===== config.mk =====
export PLATFORM = sky130hd
export DESIGN_NAME = frame_bit_aligner
export DESIGN_NICKNAME = d
export VERILOG_FILES = /design/src/rtl/frame_bit_aligner.sv
export SDC_FILE = /design/constraint.sdc
export NUM_CORES = 1
export LEC_CHECK = 0
export BUFFER_PORTS_ARGS = -buffer_cell sky130_fd_sc_hd__buf_4
export CAP_MARGIN = 20
export CORE_UTILIZATION = 50
export CTS_CLUSTER_DIAMETER = 30
export DETAILED_ROUTE_END_ITERATION = 8
export PLACE_DENSITY = 0.79
export SLEW_MARGIN = 20
export SYNTH_ARGS = -nofsm -noshare
export SYNTH_HDL_FRONTEND = slang
export SYNTH_SLANG_ARGS = --single-unit
export TNS_END_PERCENT = 100

===== constraint.sdc =====
create_clock -name clk -period 2.95 [get_ports clk]
set_clock_uncertainty 0.05 [all_clocks]
set_input_delay 0.4425 -clock clk [delete_from_list [all_inputs] [get_ports clk]]
set_output_delay 0.4425 -clock clk [all_outputs]
set_load 0.05 [all_outputs]

===== src/rtl/frame_bit_aligner.sv =====
// Bit-alignment front end for an 8-bit funnel shifter. It hunts for a periodic
// sync byte across all 8 bit offsets, locks the offset and flags payload bytes.
module frame_bit_aligner #(
  parameter logic [7:0]  SYNC       = 8'hA5,
  parameter int unsigned FRAME_LEN  = 16,
  parameter int unsigned CONFIRM    = 2,
  parameter int unsigned MISS_LIMIT = 3
) (
  input  logic        clk,
  input  logic        rst,
  input  logic        in_valid,
  input  logic [7:0]  in_data,
  input  logic        force_hunt,
  output logic [14:0] z,
  output logic [2:0]  k,
  output logic        out_valid,
  output logic        sync_det,
  output logic        locked,
  output logic [1:0]  state_o
);

  localparam int unsigned FCNT_W  = $clog2(FRAME_LEN);
  localparam int unsigned MATCH_W = $clog2(CONFIRM + 1);
  localparam int unsigned MISS_W  = $clog2(MISS_LIMIT + 1);

  localparam logic [1:0] ST_FILL   = 2'd0;
  localparam logic [1:0] ST_HUNT   = 2'd1;
  localparam logic [1:0] ST_VERIFY = 2'd2;
  localparam logic [1:0] ST_LOCKED = 2'd3;

  localparam logic [FCNT_W-1:0]  FCNT_LAST = FCNT_W'(FRAME_LEN - 1);
  localparam logic [MATCH_W-1:0] MATCH_TGT = MATCH_W'(CONFIRM);
  localparam logic [MISS_W-1:0]  MISS_TGT  = MISS_W'(MISS_LIMIT);

  logic [7:0]         prev_q, prev_d;
  logic [7:0]         curr_q, curr_d;
  logic               win_fresh_q, win_fresh_d;
  logic [2:0]         k_q, k_d;
  logic [1:0]         state_q, state_d;
  logic               fill_q, fill_d;
  logic [FCNT_W-1:0]  fcnt_q, fcnt_d;
  logic [MATCH_W-1:0] match_q, match_d;
  logic [MISS_W-1:0]  miss_q, miss_d;
  logic               sync_det_q, sync_det_d;

  logic [14:0]        win;
  logic [7:0]         aligned;
  logic               a_match;
  logic               sync_pos;
  logic               hunt_hit;
  logic [2:0]         hunt_k;
  logic [FCNT_W-1:0]  fcnt_inc;
  logic [MATCH_W-1:0] match_inc;
  logic [MISS_W-1:0]  miss_inc;

  assign win       = {curr_q[6:0], prev_q};
  assign aligned   = 8'(win >> k_q);
  assign a_match   = (aligned == SYNC);
  assign sync_pos  = (fcnt_q == '0);
  assign fcnt_inc  = (fcnt_q == FCNT_LAST) ? '0 : fcnt_q + FCNT_W'(1);
  assign match_inc = match_q + MATCH_W'(1);
  assign miss_inc  = miss_q + MISS_W'(1);

  // Scan high to low so the lowest matching offset is the one kept.
  always_comb begin
    hunt_hit = 1'b0;
    hunt_k   = 3'd0;
    for (int j = 7; j >= 0; j--) begin
      if (win[j +: 8] == SYNC) begin
        hunt_hit = 1'b1;
        hunt_k   = 3'(j);
      end
    end
  end

  always_comb begin
    prev_d      = prev_q;
    curr_d      = curr_q;
    win_fresh_d = in_valid;
    state_d     = state_q;
    k_d         = k_q;
    fill_d      = fill_q;
    fcnt_d      = fcnt_q;
    match_d     = match_q;
    miss_d      = miss_q;
    sync_det_d  = 1'b0;

    if (in_valid) begin
      prev_d = curr_q;
      curr_d = in_data;
    end

    case (state_q)
      ST_FILL: begin
        if (in_valid) begin
          if (fill_q) begin
            state_d = ST_HUNT;
            fill_d  = 1'b0;
          end else begin
            fill_d  = 1'b1;
          end
        end
      end

      ST_HUNT: begin
        if (win_fresh_q && hunt_hit) begin
          k_d        = hunt_k;
          fcnt_d     = FCNT_W'(1);
          match_d    = MATCH_W'(1);
          sync_det_d = 1'b1;
          if (CONFIRM == 1) begin
            state_d = ST_LOCKED;
            miss_d  = '0;
          end else begin
            state_d = ST_VERIFY;
          end
        end
      end

      ST_VERIFY: begin
        if (win_fresh_q) begin
          fcnt_d = fcnt_inc;
          if (sync_pos) begin
            if (a_match) begin
              sync_det_d = 1'b1;
              match_d    = match_inc;
              if (match_inc == MATCH_TGT) begin
                state_d = ST_LOCKED;
                miss_d  = '0;
              end
            end else begin
              // k is kept; the next hunt hit overwrites it.
              state_d = ST_HUNT;
              fcnt_d  = '0;
              match_d = '0;
            end
          end
        end
      end

      default: begin
        if (win_fresh_q) begin
          fcnt_d = fcnt_inc;
          if (sync_pos) begin
            if (a_match) begin
              sync_det_d = 1'b1;
              miss_d     = '0;
            end else if (miss_inc == MISS_TGT) begin
              state_d = ST_HUNT;
              fcnt_d  = '0;
              match_d = '0;
              miss_d  = '0;
            end else begin
              miss_d  = miss_inc;
            end
          end
        end
      end
    endcase

    // Re-hunt request wins over the evaluation result but not the sync pulse.
    if (force_hunt && (state_q != ST_FILL)) begin
      state_d = ST_HUNT;
      k_d     = k_q;
      fcnt_d  = '0;
      match_d = '0;
      miss_d  = '0;
    end
  end

  always_ff @(posedge clk or posedge rst) begin
    if (rst) begin
      prev_q      <= '0;
      curr_q      <= '0;
      win_fresh_q <= 1'b0;
      k_q         <= '0;
      state_q     <= ST_FILL;
      fill_q      <= 1'b0;
      fcnt_q      <= '0;
      match_q     <= '0;
      miss_q      <= '0;
      sync_det_q  <= 1'b0;
    end else begin
      prev_q      <= prev_d;
      curr_q      <= curr_d;
      win_fresh_q <= win_fresh_d;
      k_q         <= k_d;
      state_q     <= state_d;
      fill_q      <= fill_d;
      fcnt_q      <= fcnt_d;
      match_q     <= match_d;
      miss_q      <= miss_d;
      sync_det_q  <= sync_det_d;
    end
  end

  assign z         = win;
  assign k         = k_q;
  assign sync_det  = sync_det_q;
  assign locked    = (state_q == ST_LOCKED);
  assign state_o   = state_q;
  assign out_valid = (state_q == ST_LOCKED) && win_fresh_q && (fcnt_q != '0);

endmodule


; ---- Yosys cells after proc, flatten, opt, wreduce, memory -nomap -nowiden
; Index checks and enable logic that the tools add are counted.
[classes]
add_sub_neg = 3
eq_ne = 27
shift = 1
muxes = 66
bitwise = 1
n_reduce_logical = 23
[ops]
columns = operator, n
row1 = $eq A8 B8 Y1 const B, 9
row2 = $mux W2, 30
row3 = $mux W4, 10
row4 = $mux W3, 8
row5 = $ne A3 B3 Y1 const B, 7
row6 = $reduce_bool A4 Y1, 4
row7 = $shr A15 B3 Y8, 1
row8 = $mux W1, 13
row9 = $pmux W2 S3, 2
row10 = $pmux W4 S3, 1
row11 = $reduce_and A10 Y1, 1
row12 = $eq A2 B2 Y1 const B, 4
row13 = $reduce_and A8 Y1, 1
row14 = $reduce_bool A2 Y1, 3
row15 = $reduce_bool A3 Y1, 2
row16 = $ne A5 B1 Y1 const B, 1
row17 = $reduce_and A5 Y1, 1
row18 = $reduce_bool A5 Y1, 1
row19 = $add A2 B1 Y2 const B, 2
row20 = $add A4 B1 Y4 const B, 1
row21 = $eq A4 B4 Y1 const B, 1
row22 = $logic_and A1 B1 Y1, 4
row23 = $logic_not A4 Y1, 1
row24 = $ne A4 B1 Y1 const B, 1
row25 = other kinds (12), 12
[totals]
ff_bits = 32
inputBits = 12
out_inout_bits = 23
word_cells = 131

; ---- Longest topological paths before layout
; Gate-level depths: netlist of the first run.
[logic_depth]
word_depth = 13
ltp_mapped = 9

; ---- Worst setup path before layout of the first run
; Ideal clock, no wire load.
[synth_timing]
path_kind = flip-flop to flip-flop
startpoint = register state_q[0] (netlist: state_o[0])
endpoint = register match_q[1]
setup_ps = 101
arrival_ps = 2182
required_ps = 2799
setup_slack_ps = 617
path_stages_with_launch = 9
path_buffers = 1
synth_period_minus_slack_ps = 2333
cell_sequence = dfrtp_1 -> ha_1 -> clkbuf_1 -> nor2b_1 -> o22ai_1 -> a21oi_1 -> o21ai_1 -> or3b_1 -> o32ai_1
[synth_between]
elab_chain_cells = 4
elab_cells_between_ends = 16
cone_classes = eq/ne: 7 / mux: 2 / reduce/logical: 7
[synth_lines]
columns = element, line_no
row1 = start: declaration, 39  ; logic [1:0] state_q, state_d;
row2 = start signal: assignment, 188  ; state_q <= state_d;
row3 = $reduce_bool A2 Y1, 162  ; if (force_hunt && (state_q != ST_FILL)) begin
row4 = $logic_and A1 B1 Y1, 162
row5 = $ne A4 B1 Y1 (no source line) (tied with other cells), -
row6 = $reduce_and A8 Y1 (no source line), -
row7 = end signal: assignment, 191  ; match_q <= match_d;
row8 = end: declaration, 42  ; logic [MATCH_W-1:0] match_q, match_d;
; Parallel ways exist; a longest one is shown, timed or not.
; A chain may end at the register's enable or synchronous reset.

; ---- Worst setup path after layout of the first run
[layout_timing]
startpoint = register k_q[0] (netlist: k[0])
endpoint = register fcnt_q[3]
[layout_between]
elab_chain_cells = 7
elab_cells_between_ends = 10
cone_classes = eq/ne: 1 / shift: 1 / mux: 8
[layout_lines]
columns = element, line_no
row1 = start: declaration, 38  ; logic [2:0] k_q, k_d;
row2 = start signal: assignment, 187  ; k_q <= k_d;
row3 = $shr A15 B3 Y8 *, 57  ; assign aligned = 8'(win >> k_q);
row4 = $eq A8 B8 Y1 *, 58  ; assign a_match = (aligned == SYNC);
row5 = "$mux W4, on equally long branches", "145, 124"
row6 = "$mux W4, on equally long branches", "144, 123"
row7 = "$mux W4, on equally long branches", "142, 121"
row8 = $pmux W4 S3 *, 93  ; case (state_q)
row9 = $mux W4 *, 162
row10 = end signal: assignment, 190  ; fcnt_q <= fcnt_d;
row11 = end: declaration, 41  ; logic [FCNT_W-1:0] fcnt_q, fcnt_d;
; Mark *: on every way between the ends. The rest lies on a longest branch, timed or not. The select of a mux whose other input is x is not followed.

==> impl_metrics.tcl, run 1 <==
set metrics [dict create \
    global_route.usage.total_pct 23.2 \
    design.core.area_sq_mm 0.00441 \
    aggregate_global_routing_overflow 0 \
    route.vias.total 1960 \
    fillCellCount 394 \
    die_x_um 70.4 \
    minimum_setup_slack_in_the_final_design_ns 0.546 \
    dpl.cell_count 311 \
    p_leak_nw 1.16 \
    dpl_worst_slack_ns 0.578 \
    final_layout_size_suffix_gt1_share_pct 27.8 \
    timing.setup.critical_path_class "reg -> reg" \
    cts_max_level 2 \
    ys.warnings.count 0 \
    cts_resized 0 \
    routabilityCongestion 0.879 \
    final_common_cell "buf_4" \
    post-cts-setup-buffers 0 \
    min_path_type "in -> async" \
    layout.cells.most_common_list "buf_4 (35), dfrtp_1 (32), nand2_1 (19)" \
    finalSetupViolCount 0 \
    dpl-instance-area_sq_mm 0.00254 \
    grt_max_degree 33 \
    place_hpwl_um 3770 \
    slowest_stage_cell_crit_path "dfrtp_1" \
    final_cells 318 \
    hold_violations 0 \
    grt_first_pass_wirelength_um 9110 \
    status "finished, final reports clean" \
    synthFlopType "dfrtp_1" \
    grt_antenna_before_repair 0 \
    clockRootBuffer "clkbuf_8" \
    num_io_pins 35 \
    ys_async_sr_fraction_pct 100 \
    num_rows 24 \
    number_of_nets_with_antenna_violations_after_detailed_routing 0 \
    wire_per_inst_um 16.3 \
    worst_r2r_path_depth 6 \
    insertion_delay_ns 0.29 \
    grt_pass1_vias 1949 \
    synth_area_sq_mm 0.00234 \
    relSlewSlack_pct 62.5 \
    timing.critical_path.slowest_cell_delay_ns 0.70 \
    fin_area_sq_mm 0.00262 \
    layout_min_cycle_time_ns 2.40 \
    peakVddDrop_uv 356 \
    fmax_ghz 0.416 \
    synthDominantCellAreaShare_pct 34.3 \
    cts.reportedPaths.clkPinSlew_ns 0.06 \
    totalWireLength_um 5190 \
    critPathArrivalTime_ns 2.55 \
    path_max_fanout 20 \
    ys_top_cells_by_area "dfrtp_1 (34%), mux2_2 (6.7%), ha_1 (4.3%), and4bb_2 (3.7%), o21ai_0 (3.2%)" \
    post_cts_hold_buffer_count 0 \
    synth_cell_types 58 \
    synth_nets 262 \
    ys_seq_area_share_pct 34.3 \
    drc_errors 0 \
    synthToLayoutAreaGrowth_pct 12.1 \
    clock_path_buffers 2 \
    ys_seq_elements 32 \
    power-per-cell-area_mw_per_mm2 716 \
    report.power.total_mw 1.88 \
    antenna-diode-count 0 \
    die_area_sq_mm 0.00495 \
    end_kind "register" \
    number_of_slew_limit_violations_in_the_final_report 0 \
    vias_per_cell 6.16 \
    mean_post_synth_cell_area_sq_um 9.65 \
    grt_setup_unrepaired "false" \
    port-buffer-count 34 \
    initial_core_utilization_pct 52.9 \
    edff_count_synth 0 \
    timing.final.crit_share_pct 81.5 \
    crit_path_cell_trace "and3b_1 -> o21ai_0 -> a22o_1 -> a211oi_4 -> o211ai_2 -> o31ai_2" \
    clock_tree_from_tritoncts "built" \
    startpoint_type "register" \
    max_cap_violations 0 \
    drt_pre_antenna_iters 4 \
    layout.nets 286 \
    timing.setup.tns_ns 0 \
    clock_sinks 32 \
    die_y_um 70.4 \
    synth_area_leader_cell "dfrtp_1" \
    synthCells 242 \
    cts-buffers-inserted 5 \
    drt_first_iter_violations 141 \
    cp.required_ns 3.10 \
    tightestPinTransition_ns 0.562 \
]
-- where the power goes --
part           switching, mW  internal (mW)  total [mW]  leakage (nW)
Sequential             0.130          0.513       0.643         0.395
Combinational          0.572          0.341       0.913         0.725
Clock                  0.160          0.160       0.320        0.0410
-- stage by stage --
step                      util [%]  hold WS [ns]
after CTS                     59.3         0.199
after floorplan                  -         0.395
after detailed placement      57.6         0.416
final                         59.3         0.189
after global routing          59.3         0.245
after global placement        57.6         0.408
-- synth_stat cells, types with 4 or more instances --
library cell,instances
a21oi_1,11
a22oi_1,6
and4bb_2,7
buf_4,8
clkbuf_1,5
dfrtp_1,32
ha_1,8
inv_1,15
mux2_2,14
nand2_1,19
nand2b_1,4
nand3_1,5
nand3b_1,6
nor2_1,7
nor2b_1,7
nor3b_1,7
o21ai_0,15
o22ai_1,4
-- sequential cells by signal (all words and copies together) (netlist names) --
name         count
win_fresh_q      1
sync_det         1
match_q          2
miss_q           2
fcnt_q           4
state_o          2
k                3
prev_q           8
curr_q           8
fill_q           1
-- critical path: cells and delay by family (launching register included) --
family	cells	cell delay, ns
simple gates	1	0.26
compound gates	5	1.31
flops	1	0.70
-- final timing paths --
check / from / endpoint / slack, ns
max: k[0] / fcnt_q[3] / 0.55
max in group asynchronous: rst / curr_q[0] / 2.35
min: rst / curr_q[7] / 0.19
min reg2reg: fill_q / fill_q / 0.43
min in group clk: in_data[1] / curr_q[1] / 0.32
max reg2reg: k[0] / fcnt_q[3] / 0.55
-- area by class of cell --
cell class	count	area, sq um	share of cell area, %
Clock inverter	1	5.00	0.191
Multi-Input combinational cell	177	1360	51.8
Clock buffer	6	72.6	2.77
Sequential cell	32	801	30.6
Timing Repair Buffer	35	263	10.0
Tap cell	52	65.1	2.48
Inverter	15	56.3	2.15
-- routing by layer --
layer,GRT usage (%),share of wire (%)
met5,0,0
met1,33.1,47
met4,7.56,1.3
met2,34.6,45
met3,5.48,6.5
-- cells by family after synthesis --
group	Yosys count	share of synthesized area [%]
compound gates	75	24.2
buf+inv	33	7.66
mux	14	6.75
fa+ha+maj	8	4.29
simple gates	78	22.1
xor+xnor	2	0.750
flops	32	34.3
No activity file was read; power rests on OpenSTA's default activity.
==> run 2, diff against run 1 <==
Settings changed: PLACE_DENSITY 0.79 to 0.82.
Clock period 2.95 ns to 2.2 ns, I/O delays scaled along.
==> impl_metrics.tcl, run 2 (synthesis gave the netlist of run 1 again) <==
set metrics [dict create \
    rrSetupSlack_ns 0.07 \
    num_io_pins 35 \
    num_rows 24 \
    critPathArrivalTime_ns 2.28 \
    timing.critical_path.slowest_cell_delay_ns 0.48 \
    global_route.usage.total_pct 23.1 \
    synthToLayoutAreaGrowth_pct 23.6 \
    drt_first_iter_violations 227 \
    critical-path-top-delay-family "compound AO/OA/AOI/OAI gates" \
    die_y_um 70.4 \
    insertion_delay_ns 0.29 \
    minimum_setup_slack_in_the_final_design_ns 0.0673 \
    number_of_nets_with_antenna_violations_after_detailed_routing 0 \
    drc_errors 0 \
    clock_path_buffers 2 \
    crit_start "k[0]" \
    grt_pass1_vias 1914 \
    worst-path-stages 7 \
    grt_max_degree 33 \
    route.vias.total 2127 \
    wire_per_inst_um 17.7 \
    layout_min_cycle_time_ns 2.13 \
    min_path_type "in -> async" \
    grt_first_pass_wirelength_um 9160 \
    port-buffer-count 34 \
    final_common_cell "buf_4" \
    finalSetupViolCount 0 \
    timing.final.crit_share_pct 96.9 \
    die_x_um 70.4 \
    path_max_fanout 8 \
    number_of_slew_limit_violations_in_the_final_report 0 \
    power-per-cell-area_mw_per_mm2 954 \
    place_hpwl_um 3950 \
    final_util_pct 65.4 \
    vias_per_cell 6.26 \
    routabilityCongestion 0.962 \
    timing.setup.critical_path_class "reg -> reg" \
    status "finished, final reports clean" \
    crit_path_cell_trace "buf_4 -> nor3b_1 -> o221ai_2 -> a211oi_4 -> buf_6 -> o211ai_2 -> o31ai_2" \
    layout_top_registers "curr_q: 8 flops, prev_q: 8 flops, fcnt_q: 4 flops" \
    antenna-diode-count 0 \
    die_area_sq_mm 0.00495 \
    final_layout_size_suffix_gt1_share_pct 42.4 \
    clockRootBuffer "clkbuf_8" \
    aggregate_global_routing_overflow 0 \
    cts-buffers-inserted 5 \
    reg2reg_to "fcnt_q[3]" \
    cp.buffers_inverters 2 \
    layout.cells.most_common_list "buf_4 (54), dfrtp_1 (21), nand2_1 (19)" \
    design.core.area_sq_mm 0.00441 \
    totalWireLength_um 6020 \
    initial_core_utilization_pct 52.9 \
    clock_tree_from_tritoncts "built" \
    report.power.total_mw 2.75 \
    peakVddDrop_uv 541 \
    relSlewSlack_pct 66.7 \
    drt_pre_antenna_iters 5 \
    tightestPinTransition_ns 0.499 \
    fillCellCount 330 \
    max_cap_violations 0 \
    dpl.cell_count 324 \
    startpoint_type "register" \
    layout.nets 307 \
    end_kind "register" \
    cp.required_ns 2.35 \
    clock_sinks 32 \
    p_leak_nw 1.30 \
    worst_r2r_startpoint "k[0]" \
    worst_r2r_path_depth 7 \
    fmax_ghz 0.469 \
    cts_max_level 2 \
    cts.reportedPaths.clkPinSlew_ns 0.08 \
    timing.setup.tns_ns 0 \
    setup.worst_path.end "fcnt_q[3]" \
    slowest_stage_cell_crit_path "dfrtp_2" \
    hold_violations 0 \
    grt_antenna_before_repair 0 \
    dpl_worst_slack_ns 0.0282 \
    final_cells 340 \
]
-- run 2: stage by stage --
step	area (sq um)	hold WS (ns)
2_1_floorplan	2340	0.311
3_3_place_gp	2650	0.399
3_5_place_dp	2650	0.407
4_1_cts	2740	0.103
5_1_grt	2890	0.123
6_report	2890	0.0745
-- run 2: power by group --
group	total (mW)	internal (mW)	leakage, nW	switching (mW)
clock network	0.489	0.250	0.0510	0.239
registers	0.855	0.697	0.383	0.158
logic	1.41	0.557	0.861	0.852
total	2.75	1.50	1.30	1.25
-- run 2: layer usage --
metal / wire length [um] / vias to the layer above / track usage (%)
met5: 0 / - / 0
met4: 78 / 0 / 4.67
li1: - / 993 / -
met2: 2870 / 93 / 35.4
met1: 2720 / 1031 / 34.5
met3: 348 / 10 / 3.46
-- run 2: worst min path at each step --
stage	cells past startpoint	slack, ns	to	from
2_1_floorplan	0	0.31	win_fresh_q	in_valid
3_3_place_gp	3	0.40	sync_det	rst
3_5_place_dp	3	0.41	sync_det	rst
4_1_cts	3	0.10	prev_q[4]	rst
5_1_grt	3	0.12	match_q[1]	rst
6_report	3	0.07	k[0]	rst
-- run 2: worst register-to-register path: stages (launching register included) --
cell	delay, ns
dfrtp_2	0.48
buf_4	0.17
nor3b_1	0.31
o221ai_2	0.20
a211oi_4	0.32
buf_6	0.17
o211ai_2	0.13
o31ai_2	0.22
-- run 2: cell type report --
type / count / area, sq um / area share [%]
sequential: 32 / 815 / 28.2
tap: 52 / 65.1 / 2.25
inverter: 15 / 56.3 / 1.95
clock inverter: 2 / 10.0 / 0.347
clock buffer: 6 / 82.6 / 2.86
timing repair buffer: 56 / 422 / 14.6
multi-input combinational: 177 / 1440 / 49.8
-- run 2: what timing repair did --
item / in CTS / in global routing
gates resized for setup: 0 / 27
hold buffers: 0 / 0
buffers inserted: 0 / 7
setup endpoints to repair: 0 / 10
